<file path="config.mk">
export PLATFORM = sky130hd
export DESIGN_NAME = add64_serial_flat
export DESIGN_NICKNAME = d
export VERILOG_FILES = /design/src/rtl/add64_serial_pkg.sv /design/src/rtl/add64_serial_if.sv /design/src/rtl/add64_serial_add_digit.sv /design/src/rtl/add64_serial.sv /design/src/flat_wrapper.sv
export SDC_FILE = /design/constraint.sdc
export NUM_CORES = 1
export LEC_CHECK = 0
export ABC_AREA = 1
export CAP_MARGIN = 15
export CORE_ASPECT_RATIO = 1.1
export CORE_MARGIN = 2
export CORE_UTILIZATION = 40
export CTS_CLUSTER_DIAMETER = 120
export DETAILED_ROUTE_END_ITERATION = 7
export PLACE_DENSITY = 0.64
export REMOVE_ABC_BUFFERS = 1
export SLEW_MARGIN = 15
export SYNTH_ARGS = -nofsm -noshare
export SYNTH_HDL_FRONTEND = slang
export SYNTH_SLANG_ARGS = --single-unit
</file>
<file path="constraint.sdc">
create_clock -name clk -period 8.1 [get_ports clk]
set_clock_uncertainty 0.05 [all_clocks]
set_input_delay 0.81 -clock clk [delete_from_list [all_inputs] [get_ports clk]]
set_output_delay 0.81 -clock clk [all_outputs]
set_load 0.05 [all_outputs]
</file>
<file path="src/rtl/add64_serial_pkg.sv">
// Shared ALU definitions used by the serial adder: word/digit widths, word type and FSM states.
package alu_pkg;
    localparam int WORD_W  = 64;
    localparam int DIGIT_W = 8;

    typedef logic signed [WORD_W-1:0] word_t;

    typedef enum logic {
        IDLE,
        RUN
    } add_state_t;
endpackage

</file>
<file path="src/rtl/add64_serial_if.sv">
// Request/result bundle of the serial adder; zf/sf exist only when ADD_CC_FLAGS_EN is defined.
interface add64_serial_if
    import alu_pkg::*;
    #(parameter int WIDTH = WORD_W) ();

    logic                    start;
    logic signed [WIDTH-1:0] a;
    logic signed [WIDTH-1:0] b;
    logic                    busy;
    logic                    done;
    logic        [WIDTH-1:0] result;
    logic                    carry_out;
    logic                    overflow;
`ifdef ADD_CC_FLAGS_EN
    logic                    zf;
    logic                    sf;
`endif

`ifdef ADD_CC_FLAGS_EN
    modport master (output start, a, b,
                    input  busy, done, result, carry_out, overflow, zf, sf);
    modport slave  (input  start, a, b,
                    output busy, done, result, carry_out, overflow, zf, sf);
`else
    modport master (output start, a, b,
                    input  busy, done, result, carry_out, overflow);
    modport slave  (input  start, a, b,
                    output busy, done, result, carry_out, overflow);
`endif
endinterface

</file>
<file path="src/rtl/add64_serial_add_digit.sv">
// Combinational DIGIT-bit adder slice with carry in/out, shared by every cycle of the serial add.
module add_digit #(
    parameter int DIGIT = 8
) (
    input  logic [DIGIT-1:0] a,
    input  logic [DIGIT-1:0] b,
    input  logic             cin,
    output logic [DIGIT-1:0] sum,
    output logic             cout
);
    assign {cout, sum} = {1'b0, a} + {1'b0, b} + {{DIGIT{1'b0}}, cin};
endmodule

</file>
<file path="src/rtl/add64_serial.sv">
// Multi-cycle adder: one DIGIT-bit slice per clock, result/carry/overflow registered with a done pulse.
// Optional macro ADD_CC_FLAGS_EN adds registered zero/sign flags.
module add64_serial
    import alu_pkg::*;
    #(
        parameter int WIDTH = WORD_W,
        parameter int DIGIT = DIGIT_W
    ) (
        input  logic           clk,
        input  logic           rst,
        add64_serial_if.slave  bus
    );

    localparam int NSLICE = WIDTH / DIGIT;
    localparam int IDX_W  = (NSLICE > 1) ? $clog2(NSLICE) : 1;

    add_state_t        state_q;
    add_state_t        state_d;
    logic [IDX_W-1:0]  idx_q;
    logic              carry_q;
    logic [WIDTH-1:0]  a_q;
    logic [WIDTH-1:0]  b_q;
    logic [WIDTH-1:0]  result_q;
    logic [WIDTH-1:0]  result_next;
    logic              done_q;
    logic              carry_out_q;
    logic              overflow_q;
`ifdef ADD_CC_FLAGS_EN
    logic              zf_q;
    logic              sf_q;
`endif

    logic [DIGIT-1:0]  slice_a;
    logic [DIGIT-1:0]  slice_b;
    logic [DIGIT-1:0]  slice_sum;
    logic              slice_cout;
    logic              last_slice;

    add_digit #(.DIGIT(DIGIT)) u_digit (
        .a    (slice_a),
        .b    (slice_b),
        .cin  (carry_q),
        .sum  (slice_sum),
        .cout (slice_cout)
    );

    // The slice under work is picked from the latched operands; result_next merges it into the word.
    always_comb begin
        slice_a     = a_q[idx_q*DIGIT +: DIGIT];
        slice_b     = b_q[idx_q*DIGIT +: DIGIT];
        last_slice  = (idx_q == IDX_W'(NSLICE - 1));
        result_next = result_q;
        result_next[idx_q*DIGIT +: DIGIT] = slice_sum;
    end

    always_ff @(posedge clk or posedge rst) begin
        if (rst) begin
            state_q <= IDLE;
        end else begin
            state_q <= state_d;
        end
    end

    always_comb begin
        state_d = state_q;
        case (state_q)
            IDLE:    if (bus.start) state_d = RUN;
            RUN:     if (last_slice) state_d = IDLE;
            default: state_d = IDLE;
        endcase
    end

    // Flags are taken from the final slice directly so they land in the same cycle as the last digit.
    always_ff @(posedge clk or posedge rst) begin
        if (rst) begin
            idx_q       <= '0;
            carry_q     <= 1'b0;
            a_q         <= '0;
            b_q         <= '0;
            result_q    <= '0;
            done_q      <= 1'b0;
            carry_out_q <= 1'b0;
            overflow_q  <= 1'b0;
`ifdef ADD_CC_FLAGS_EN
            zf_q        <= 1'b0;
            sf_q        <= 1'b0;
`endif
        end else begin
            done_q <= 1'b0;
            case (state_q)
                IDLE: begin
                    if (bus.start) begin
                        a_q      <= bus.a;
                        b_q      <= bus.b;
                        idx_q    <= '0;
                        carry_q  <= 1'b0;
                        result_q <= '0;
                    end
                end
                RUN: begin
                    result_q <= result_next;
                    carry_q  <= slice_cout;
                    idx_q    <= idx_q + 1'b1;
                    if (last_slice) begin
                        done_q      <= 1'b1;
                        carry_out_q <= slice_cout;
                        overflow_q  <= (a_q[WIDTH-1] == b_q[WIDTH-1]) &&
                                       (slice_sum[DIGIT-1] != a_q[WIDTH-1]);
`ifdef ADD_CC_FLAGS_EN
                        zf_q        <= (result_next == '0);
                        sf_q        <= slice_sum[DIGIT-1];
`endif
                    end
                end
                default: ;
            endcase
        end
    end

    assign bus.busy      = (state_q == RUN);
    assign bus.done      = done_q;
    assign bus.result    = result_q;
    assign bus.carry_out = carry_out_q;
    assign bus.overflow  = overflow_q;
`ifdef ADD_CC_FLAGS_EN
    assign bus.zf        = zf_q;
    assign bus.sf        = sf_q;
`endif

endmodule

</file>
<file path="src/flat_wrapper.sv">
// flat-port wrapper written by rule: the top's interface ports become plain ports
module add64_serial_flat import alu_pkg::*;
#(
        parameter int WIDTH = WORD_W,
        parameter int DIGIT = DIGIT_W
    )
  (clk, rst, bus_start, bus_a, bus_b, bus_busy, bus_done, bus_result, bus_carry_out, bus_overflow);
  add64_serial_if #(.WIDTH(WIDTH)) bus_i ();
  input  logic clk;
  input  logic rst;
  input wire logic [$bits(bus_i.start)-1:0] bus_start;
  input wire logic [$bits(bus_i.a)-1:0] bus_a;
  input wire logic [$bits(bus_i.b)-1:0] bus_b;
  output wire logic [$bits(bus_i.busy)-1:0] bus_busy;
  output wire logic [$bits(bus_i.done)-1:0] bus_done;
  output wire logic [$bits(bus_i.result)-1:0] bus_result;
  output wire logic [$bits(bus_i.carry_out)-1:0] bus_carry_out;
  output wire logic [$bits(bus_i.overflow)-1:0] bus_overflow;
  assign bus_i.start = bus_start;
  assign bus_i.a = bus_a;
  assign bus_i.b = bus_b;
  assign bus_busy = bus_i.busy;
  assign bus_done = bus_i.done;
  assign bus_result = bus_i.result;
  assign bus_carry_out = bus_i.carry_out;
  assign bus_overflow = bus_i.overflow;
  add64_serial #(.WIDTH(WIDTH), .DIGIT(DIGIT)) u_core (.clk(clk), .rst(rst), .bus(bus_i));
endmodule
</file>
==> key figures, run 1 <==
Critical path
  • R2R depth: 17
  • R2r startpoint: u_core.idx_q[0]
  • Crit path capture: u_core.bus.result[52]
  • Setup crit start: u_core.idx_q[0]
  • Worst endpoint required time: 8.42 ns
  • CP Max Fanout: 49
  • Crit path kind: flop to flop
  • Crit end category: flop
  • CP Launch Type: flop
  • CP Data Arrival Time: 4.58 ns
  • Flop-to-flop setup slack: 3.84 ns
  • R2R Path End: u_core.bus.result[52]

STA
  • RSZ-0062 raised after global routing: false
  • Setup WS post-layout: 3.840 ns
  • Max-slew violations: 0
  • Final Hold Fails: 0
  • Final-report setup violation count: 0
  • Tmin final: 4.260 ns
  • Tightest Pin Transition: 1.053 ns
  • Final Cycle Share: 52.59%
  • Fmax: ~0.23 GHz
  • Hold Slack: 0.4163 ns
  • Setup TNS Final: 0 ns
  • Relative slew slack: between 20% and 30%

Cells and area
  • Most frequent cells in the layout: 513 x nand2_1, 198 x clkdlybuf4s50_1, 198 x dfrtp_1, 122 x o21ai_0, 55 x nor2_1
  • Non-Filler Instances: 1627
  • Sequential Area: 0.005007 mm^2
  • Area of the multi-input gates: between 0.003 and 0.004 mm^2
  • Area grow syn2layout: 29.97%
  • Filler cell count: 2234
  • Design area: 0.01201 mm^2
  • Commonest non-fill, non-tap cell in the layout: nand2_1
  • Ant diodes: 0
  • Share of cells above drive strength 1: 5.200%
  • Nets: about 1500
  • Post-layout util: 52.70%

Placed design
  • Final Wtd Congestion: 0.8029
  • Final HPWL from detailed placement: 17010 um
  • Cells after DPL: 1595
  • Dpl ws: slightly below 4 ns
  • I/O Buffers: 198
  • Area after DPL: 0.01139 mm^2

Global routing
  • GR Overflow Total: 0
  • Largest net degree at the start of global routing: between 100 and 150
  • Vias in the first global route: just under 8000
  • GRT Util Overall: 20.96%
  • Initial antenna violation count: 0
  • First-pass GRT wire length: 40220 um

Hold path
  • Worst Hold Class: flop to flop
  • Worst Hold Launch: u_core.a_q[51]

Die
  • Top Ports: 199
  • Die X: 148.9 um
  • Core Rows: 58
  • Starting density of the core: around two fifths
  • Die Y: 163.4 um
  • Core area: ~0.023 mm^2
  • Die area: 0.02433 mm^2

Yosys
  • Yosys warning total: 0
  • Synth Area per Inst: 8.056 um^2
  • Top FF cell, synth: dfrtp_1
  • Netlist Area Pre-Place: between 0.009 and 0.01 mm^2
  • Netlist cell types: 35
  • Synth top area share: 54.16%
  • Top area cells in the synthesized netlist: dfrtp_1 54%, nand2_1 21%, o21ai_0 6.6%
  • Post-synth EDFFs: 0
  • #FFs+latches synth: 200
  • Post-Synthesis Cells: 1147
  • Area leader, netlist: dfrtp_1
  • Sequential area share after synthesis: 54.16%
  • FFs w/ async S/R, synth: 100.0%

Power and ir drop
  • Pwr dens: 482.1 mW/mm^2
  • Leak: 5.821 nW
  • Total power: around 5.8 mW
  • Worst IR Drop VDD: 0.0002350 V

Clock tree
  • H-tree depth: 4
  • PostCTS Resize Cnt: 0
  • TritonCTS clock tree: done
  • Clock transition at the registers of the reported paths: 0.07 ns
  • Root buf cell: clkbuf_16
  • Clk_lat worst skew: ~0.43 ns
  • Post-CTS Hold Buffers: 0
  • Post-CTS Setup Bufs: 0
  • Clock Path Buffers: 2
  • CTS sink count: 200
  • TritonCTS Buffers: 17

Drt
  • Pre-antenna DRT Iters: 4
  • Routed Antenna Nets: 0
  • # DRC: 0
  • Via-to-Cell Ratio: roughly 4.9
  • DRT iter0 DRCs: 640
  • Detailed-route via count: roughly 8000
  • Routed len/inst: about 15 um
  • Drt total wl: about 25000 um

Outcome
  • Outcome: finished clean

Run
  • Max-Cap Viols: 0
[layer usage]
metal / GRT usage, % / part of all wire, %
met4: 5.022 / 1.2
met1: 29.93 / 46
met3: 3.324 / 5.3
met5: 0 / 0
met2: 33.66 / 47
[worst min-delay path by stage]
stage | to | slack [ns] | cells past startpoint
after floorplan | u_core.a_q[13] | 0.39 | 2
after global placement | u_core.b_q[17] | 0.40 | 2
after detailed placement | u_core.a_q[48] | 0.40 | 2
after CTS | u_core.a_q[48] | 0.42 | 2
after global routing | u_core.a_q[0] | 0.44 | 2
final | u_core.a_q[51] | 0.42 | 2
[power by group]
part / total [mW] / internal, mW / switching [mW] / leakage, nW
Clock: 0.890 / 0.514 / 0.376 / 0.288
Combinational: 3.16 / 0.990 / 2.17 / 2.98
Sequential: 1.74 / 1.44 / 0.303 / 2.55
Total: 5.79 / 2.94 / 2.85 / 5.82
[critical path, cell delays in order, from the launching register on]
cell and delay, ns:
dfrtp_2 0.66, inv_2 0.50, buf_4 0.50, nor2_1 0.07, o21ai_0 0.16, a21oi_1 0.05, a31oi_1 0.27, fa_1 0.26
inv_1 0.06, fa_1 0.39, inv_1 0.07, nand2_1 0.04, nand2_1 0.07, nand2_1 0.08, xor2_1 0.17, nor2_1 0.50
nand3_1 0.17, nand2_1 0.09
[logic make-up after synthesis]
kind of cell | synth area share [%]
and+or+nand+nor | 27.29
DFF | 54.16
AOI/OAI and AO/OA | 10.64
buffers and inverters | 5.701
adders and majority gates | 1.923
xor gates and xnor gates | 0.2844
[synth_stat cells (all sizes together), types with 2 or more instances]
master	instances
dfrtp	200
buf	38
o211ai	7
o21ai	132
a21oi	23
ha	11
clkbuf	20
fa	2
nand4	14
inv	65
a31oi	10
o22ai	11
xor2	2
nor2	66
nor3	2
nand2	514
nand3	24
[state kept, by name, indices dropped and copies added, names as in the netlist, 3 cells and up]
name,flops
u_core.a_q,64
u_core.b_q,64
u_core.bus.result,64
u_core.idx_q,3
[final cells by class]
| cell class | instances | share of cell area, % |
|---|---|---|
| Sequential cell | 200 | 41.70 |
| Multi-Input combinational cell | 824 | 30.92 |
| Timing Repair Buffer | 206 | 17.00 |
| Clock buffer | 23 | 3.980 |
| Tap cell | 300 | 3.126 |
| Inverter | 65 | 2.105 |
| Clock inverter | 9 | 1.167 |
No activity file was read; power rests on OpenSTA's default activity.
==> inputs of run 2 (changes only) <==
Settings changed: PLACE_DENSITY 0.64 to 0.67.
Clock period 8.1 ns to 3.6 ns, I/O delays scaled along.
==> key figures, run 2 (same netlist as run 1, synthesis figures left out) <==
Outcome
  • Outcome: finished clean (unchanged)

Critical path
  • Crit end category: flop (unchanged)
  • CP max stage cell: nor2_1 (was dfrtp_2)
  • CP top delay family: simple AND/OR/NAND/NOR gates (was buffers and inverters)
  • Worst endpoint required time: 3.92 ns (was 8.42 ns)
  • Crit path buf inv count: 3 (was 4)
  • CP Max Fanout: 39 (was 49)
  • CP most frequent cell: nand2_1 (unchanged)
  • Slowest Stage Delay on Critical Path: 0.42 ns (was 0.66 ns)
  • Crit path kind: flop to flop (unchanged)
  • CP Launch Type: flop (unchanged)
  • CP Data Arrival Time: 3.54 ns (was 4.58 ns)
  • CP Cell Sequence: buf_4, o21ai_0, o21ai_0, a21oi_1, a31oi_1, fa_1, inv_1, fa_1, inv_1, nand2_1, nand2_1, nand2_1, xor2_1, nor2_1, nand3_1, nand2_1 (was inv_2, buf_4, nor2_1, o21ai_0, a21oi_1, a31oi_1, fa_1, inv_1, fa_1, inv_1, nand2_1, nand2_1, nand2_1, xor2_1, nor2_1, nand3_1, nand2_1)

Global routing
  • Top Usage Layer GRT: met2 (unchanged)
  • Grt met1 use: 29.90% (was 29.93%)
  • Vias in the first global route: 7738 (was 7736)
  • Initial antenna violation count: 0 (unchanged)
  • First-pass GRT wire length: 40390 um (was 40220 um)
  • Largest net degree at the start of global routing: 127 (was 129)
  • Met3 GRT Util: 4.330% (was 3.324%)
  • GRT Util Overall: 21.07% (was 20.96%)
  • Met2 track demand over resource: 33.56% (was 33.66%)
  • GR Overflow Total: 0 (unchanged)

STA
  • Tmin final: 3.217 ns (was 4.260 ns)
  • Tightest Pin Transition: 0.5750 ns (was 1.053 ns)
  • RSZ-0062 raised after global routing: false (unchanged)
  • Final-report setup violation count: 0 (unchanged)
  • Final Cycle Share: 89.37% (was 52.59%)
  • Relative slew slack: 61.67% (was 29.81%)
  • Fmax: 0.3108 GHz (was 0.2348 GHz)
  • Setup TNS Final: 0 ns (unchanged)
  • Final Hold Fails: 0 (unchanged)
  • Max-slew violations: 0 (unchanged)

Cells and area
  • Nets: 1468 (was 1458)
  • Most frequent cells in the layout: 513 x nand2_1, 198 x clkdlybuf4s50_1, 198 x dfrtp_1, 122 x o21ai_0, 55 x nor2_1 (unchanged)
  • Area grow syn2layout: 31.21% (was 29.97%)
  • Ant diodes: 0 (unchanged)
  • Sequential Area: 0.005007 mm^2 (unchanged)
  • Design area: 0.01212 mm^2 (was 0.01201 mm^2)
  • Filler cell count: 2200 (was 2234)
  • Area of the multi-input gates: 0.003714 mm^2 (unchanged)
  • Share of cells above drive strength 1: 5.913% (was 5.200%)
  • Commonest non-fill, non-tap cell in the layout: nand2_1 (unchanged)

Power and ir drop
  • Internal: 6.751 mW (was 2.939 mW)
  • Switching share of power: 48.73% (was 49.23%)
  • Leak: 5.888 nW (was 5.821 nW)
  • Worst IR Drop VDD: 0.0006981 V (was 0.0002350 V)
  • Combinational power share: 55.1% (was 54.6%)
  • Clock share of power: 15.7% (was 15.4%)
  • Share of power burned in registers: 29.2% (was 30.0%)
  • Pwr dens: 1086 mW/mm^2 (was 482.1 mW/mm^2)
  • P_sw: 6.415 mW (was 2.850 mW)

Die
  • Top Ports: 199 (unchanged)
  • Core area: 0.02279 mm^2 (unchanged)
  • Starting density of the core: 40.55% (unchanged)
  • Die X: 148.9 um (unchanged)
  • Die area: 0.02433 mm^2 (unchanged)
  • Die Y: 163.4 um (unchanged)
  • Core Rows: 58 (unchanged)

Drt
  • Routed len/inst: 15.17 um (was 15.16 um)
  • # DRC: 0 (unchanged)
  • Drt total wl: 24810 um (was 24660 um)
  • Via-to-Cell Ratio: 4.903 (was 4.902)
  • Pre-antenna DRT Iters: 5 (was 4)
  • DRT iter0 DRCs: 621 (was 640)
  • Detailed-route via count: 8022 (was 7976)
  • Routed Antenna Nets: 0 (unchanged)

Clock tree
  • Clk_lat worst skew: 0.44 ns (was 0.43 ns)
  • H-tree depth: 4 (unchanged)
  • Post-CTS Hold Buffers: 0 (unchanged)
  • Clock Path Buffers: 2 (unchanged)
  • PostCTS Resize Cnt: 0 (unchanged)
  • Clock transition at the registers of the reported paths: 0.07 ns (about the same)
  • TritonCTS Buffers: 17 (unchanged)
  • CTS sink count: 200 (unchanged)
  • Root buf cell: clkbuf_16 (unchanged)
  • TritonCTS clock tree: done (unchanged)
  • Post-CTS Setup Bufs: 0 (unchanged)

Placed design
  • Final HPWL from detailed placement: 17960 um (was 17010 um)
  • I/O Buffers: 198 (unchanged)
  • Final Wtd Congestion: 0.8229 (was 0.8029)
  • Area after DPL: 0.01149 mm^2 (was 0.01139 mm^2)

Hold path
  • Worst Hold Class: input pin to async pin (was flop to flop)

Run
  • Max-Cap Viols: 0 (unchanged)
-- run 2: changes by cell type in the layout (fill, tap and decap cells not counted), moves of 2 or more --
| cell | delta |
|---|---|
| bufinv_16 | +2 |
| clkinv_2 | +2 |
| clkbuf_8 | -3 |
| buf_4 | +8 |
| buf_12 | +2 |
-- run 2: stage by stage --
step	setup slack (ns)	hold WS, ns	instances	utilization [%]	power, mW
5_1_grt	0.1224	0.4128	1636	53.21	14.19
6_report	0.3827	0.3538	1636	53.21	13.17
2_1_floorplan	-2.383	0.3866	1089	-	8.651
4_1_cts	0.4023	0.3730	1636	53.21	13.20
3_5_place_dp	0.4352	0.4029	1605	50.43	11.10
3_3_place_gp	0.5009	0.3999	1605	50.43	10.95
-- run 2: path summary, 6_finish.rpt --
kind / start / endpoint / slack (ns) / cells after the start
max in group asynchronous: rst / u_core.bus.result[39] / 2.26 / 3
worst max-delay path: u_core.idx_q[0] / u_core.bus.result[20] / 0.38 / 16
worst min-delay path: rst / u_core.b_q[45] / 0.35 / 2
worst min register to register: u_core.b_q[51] / u_core.b_q[51] / 0.42 / 2
min in group clk: bus_a[3] / u_core.a_q[3] / 0.41 / 3
worst max register to register: u_core.idx_q[0] / u_core.bus.result[20] / 0.38 / 16
-- run 2: power by group through the flow --
stage               Clock [mW]  Combinational [mW]  Sequential, mW
detailed placement           0                7.23            3.87
CTS                       2.10                7.26            3.84
global route              2.19                8.04            3.95
global placement             0                7.08            3.87
floorplan                    0                3.97            4.68
finish                    2.07                7.25            3.85
-- run 2: metal layers --
layer | vias up | routed length, um
li1 | 3999 | -
met1 | 3699 | 11400
met2 | 303 | 11450
met3 | 21 | 1695
met4 | 0 | 273
met5 | - | 0
-- run 2: layout make-up --
type	instances	area share [%]
flip-flops and latches	200	41.30
clock inverters	12	1.651
well taps	300	3.096
repair buffers	216	17.67
multi-input cells	824	30.63
clock buffers	19	3.571
inverters	65	2.085
==> inputs of run 3 (changes only) <==
Settings changed: CORE_ASPECT_RATIO 1.1 to not set.
==> key figures, run 3 (same netlist as run 1, synthesis figures left out) <==
STA
  • Final Hold Fails: 0 (unchanged)
  • Setup WS post-layout: 0.4429 ns (was 0.3827 ns)
  • Max-slew violations: 0 (unchanged)
  • Fmax: 0.3168 GHz (was 0.3108 GHz)
  • RSZ-0062 raised after global routing: false (unchanged)
  • Relative slew slack: 46.72% (was 61.67%)
  • Tightest Pin Transition: 0.7992 ns (was 0.5750 ns)
  • Final-report setup violation count: 0 (unchanged)
  • Setup TNS Final: 0 ns (unchanged)
  • Tmin final: 3.157 ns (was 3.217 ns)
  • Final Cycle Share: 87.70% (was 89.37%)

Cells and area
  • Most frequent cells in the layout: 513 x nand2_1, 198 x clkdlybuf4s50_1, 198 x dfrtp_1, 122 x o21ai_0, 54 x inv_1 (was 513 x nand2_1, 198 x clkdlybuf4s50_1, 198 x dfrtp_1, 122 x o21ai_0, 55 x nor2_1)
  • Ant diodes: 0 (unchanged)
  • Share of cells above drive strength 1: 6.142% (was 5.913%)
  • Area grow syn2layout: 30.60% (was 31.21%)
  • Post-layout util: 53.30% (was 53.21%)
  • Commonest non-fill, non-tap cell in the layout: nand2_1 (unchanged)
  • Nets: 1466 (was 1468)
  • Design area: 0.01207 mm^2 (was 0.01212 mm^2)

Clock tree
  • PostCTS Resize Cnt: 0 (unchanged)
  • Clock transition at the registers of the reported paths: 0.07 ns (about the same)
  • Post-CTS Hold Buffers: 0 (unchanged)
  • TritonCTS Buffers: 17 (unchanged)
  • Clk_lat worst skew: 0.44 ns (about the same)
  • Root buf cell: clkbuf_16 (unchanged)
  • H-tree depth: 4 (unchanged)
  • Post-CTS Setup Bufs: 0 (unchanged)
  • CTS sink count: 200 (unchanged)
  • TritonCTS clock tree: done (unchanged)
  • Clock Path Buffers: 2 (unchanged)

Die
  • Die Y: 156.0 um (was 163.4 um)
  • Die X: 156.0 um (was 148.9 um)
  • Core Rows: 55 (was 58)
  • Top Ports: 199 (unchanged)
  • Starting density of the core: 40.81% (was 40.55%)
  • Die area: 0.02433 mm^2 (about the same)
  • Core area: 0.02264 mm^2 (was 0.02279 mm^2)

Critical path
  • Worst endpoint required time: 3.87 ns (was 3.92 ns)
  • CP Launch Type: flop (unchanged)
  • Setup crit start: u_core.idx_q[0] (unchanged)
  • Crit path kind: flop to flop (unchanged)
  • CP most frequent cell: nand2_1 (unchanged)
  • CP Max Fanout: 23 (was 39)
  • R2r startpoint: u_core.idx_q[0] (unchanged)
  • Crit path buf inv count: 3 (unchanged)
  • CP Data Arrival Time: 3.43 ns (was 3.54 ns)
  • CP Cell Sequence: inv_2, buf_4, nor2_1, o21ai_0, a21oi_1, a31oi_1, ha_1, nand2_1, inv_1, a21oi_1, nand2_1, nand2_1, nand2_1, nand4_1, nand2_1 (was buf_4, o21ai_0, o21ai_0, a21oi_1, a31oi_1, fa_1, inv_1, fa_1, inv_1, nand2_1, nand2_1, nand2_1, xor2_1, nor2_1, nand3_1, nand2_1)
  • Flop-to-flop setup slack: 0.44 ns (was 0.38 ns)
  • CP max stage cell: dfrtp_4 (was nor2_1)
  • Slowest Stage Delay on Critical Path: 0.49 ns (was 0.42 ns)
  • Crit end category: flop (unchanged)
  • CP top delay family: simple AND/OR/NAND/NOR gates (unchanged)

Placed design
  • Area after DPL: 0.01147 mm^2 (was 0.01149 mm^2)
  • Final Wtd Congestion: 0.7828 (was 0.8229)
  • Final HPWL from detailed placement: 17690 um (was 17960 um)
  • I/O Buffers: 198 (unchanged)
  • Dpl ws: 0.3066 ns (was 0.4352 ns)

Global routing
  • Largest net degree at the start of global routing: 110 (was 127)
  • Top Usage Layer GRT: met2 (unchanged)
  • Initial antenna violation count: 0 (unchanged)
  • GRT Util Overall: 20.43% (was 21.07%)
  • Met2 track demand over resource: 32.81% (was 33.56%)
  • Vias in the first global route: 7612 (was 7738)
  • Grt met1 use: 28.48% (was 29.90%)
  • Met3 GRT Util: 4.139% (was 4.330%)
  • First-pass GRT wire length: 38960 um (was 40390 um)
  • GR Overflow Total: 0 (unchanged)

Run
  • Max-Cap Viols: 0 (unchanged)

Power and ir drop
  • Pwr dens: 1074 mW/mm^2 (was 1086 mW/mm^2)
  • Leak: 5.876 nW (was 5.888 nW)
  • Worst IR Drop VDD: 0.0004942 V (was 0.0006981 V)
  • Total power: 12.96 mW (was 13.17 mW)

Outcome
  • Outcome: finished clean (unchanged)

Drt
  • Detailed-route via count: 8052 (was 8022)
  • Routed len/inst: 15.16 um (was 15.17 um)
  • # DRC: 0 (unchanged)
  • Routed Antenna Nets: 0 (unchanged)
  • Pre-antenna DRT Iters: 7 (was 5)
  • Drt total wl: 24560 um (was 24810 um)
  • Via-to-Cell Ratio: 4.970 (was 4.903)
  • DRT iter0 DRCs: 557 (was 621)

Hold path
  • Worst Hold Class: input pin to async pin (unchanged)
-- run 3: worst paths after layout --
check / end / depth (start not counted)
setup / recovery: u_core.bus.result[55] / 15
hold / removal: u_core.b_q[13] / 2
setup reg to reg: u_core.bus.result[55] / 15
hold reg to reg: u_core.b_q[2] / 2
max in group asynchronous: u_core.a_q[53] / 3
min in group clk: u_core.a_q[54] / 3
-- run 3: where the power goes --
group          total (mW)  internal (mW)  leakage, nW  switching [mW]
clock                1.90           1.01        0.289           0.890
sequential           3.88           3.24         2.55           0.640
combinational        7.18           2.29         3.04            4.89
total                13.0           6.54         5.88            6.42
-- run 3: routing by layer --
layer,up-vias,routed length [um]
li1,3996,-
met1,3783,11540
met2,254,11390
met3,17,1422
met4,2,205
met5,-,7
-- run 3: area by class of cell --
cell class,count,area [um^2]
clock buffer,19,452.9
clock inverter,13,135.1
fill,2120,10570
inverter,65,252.7
multi-input combinational,824,3719
sequential,200,5012
tap,285,356.6
timing repair buffer,214,2140
-- run 3: per-stage QoR --
step                hold WS, ns  std cells
floorplan                0.3866       1089
global placement         0.3982       1588
detailed placement       0.4028       1588
CTS                      0.3965       1620
global route             0.4027       1620
finish                   0.3862       1620
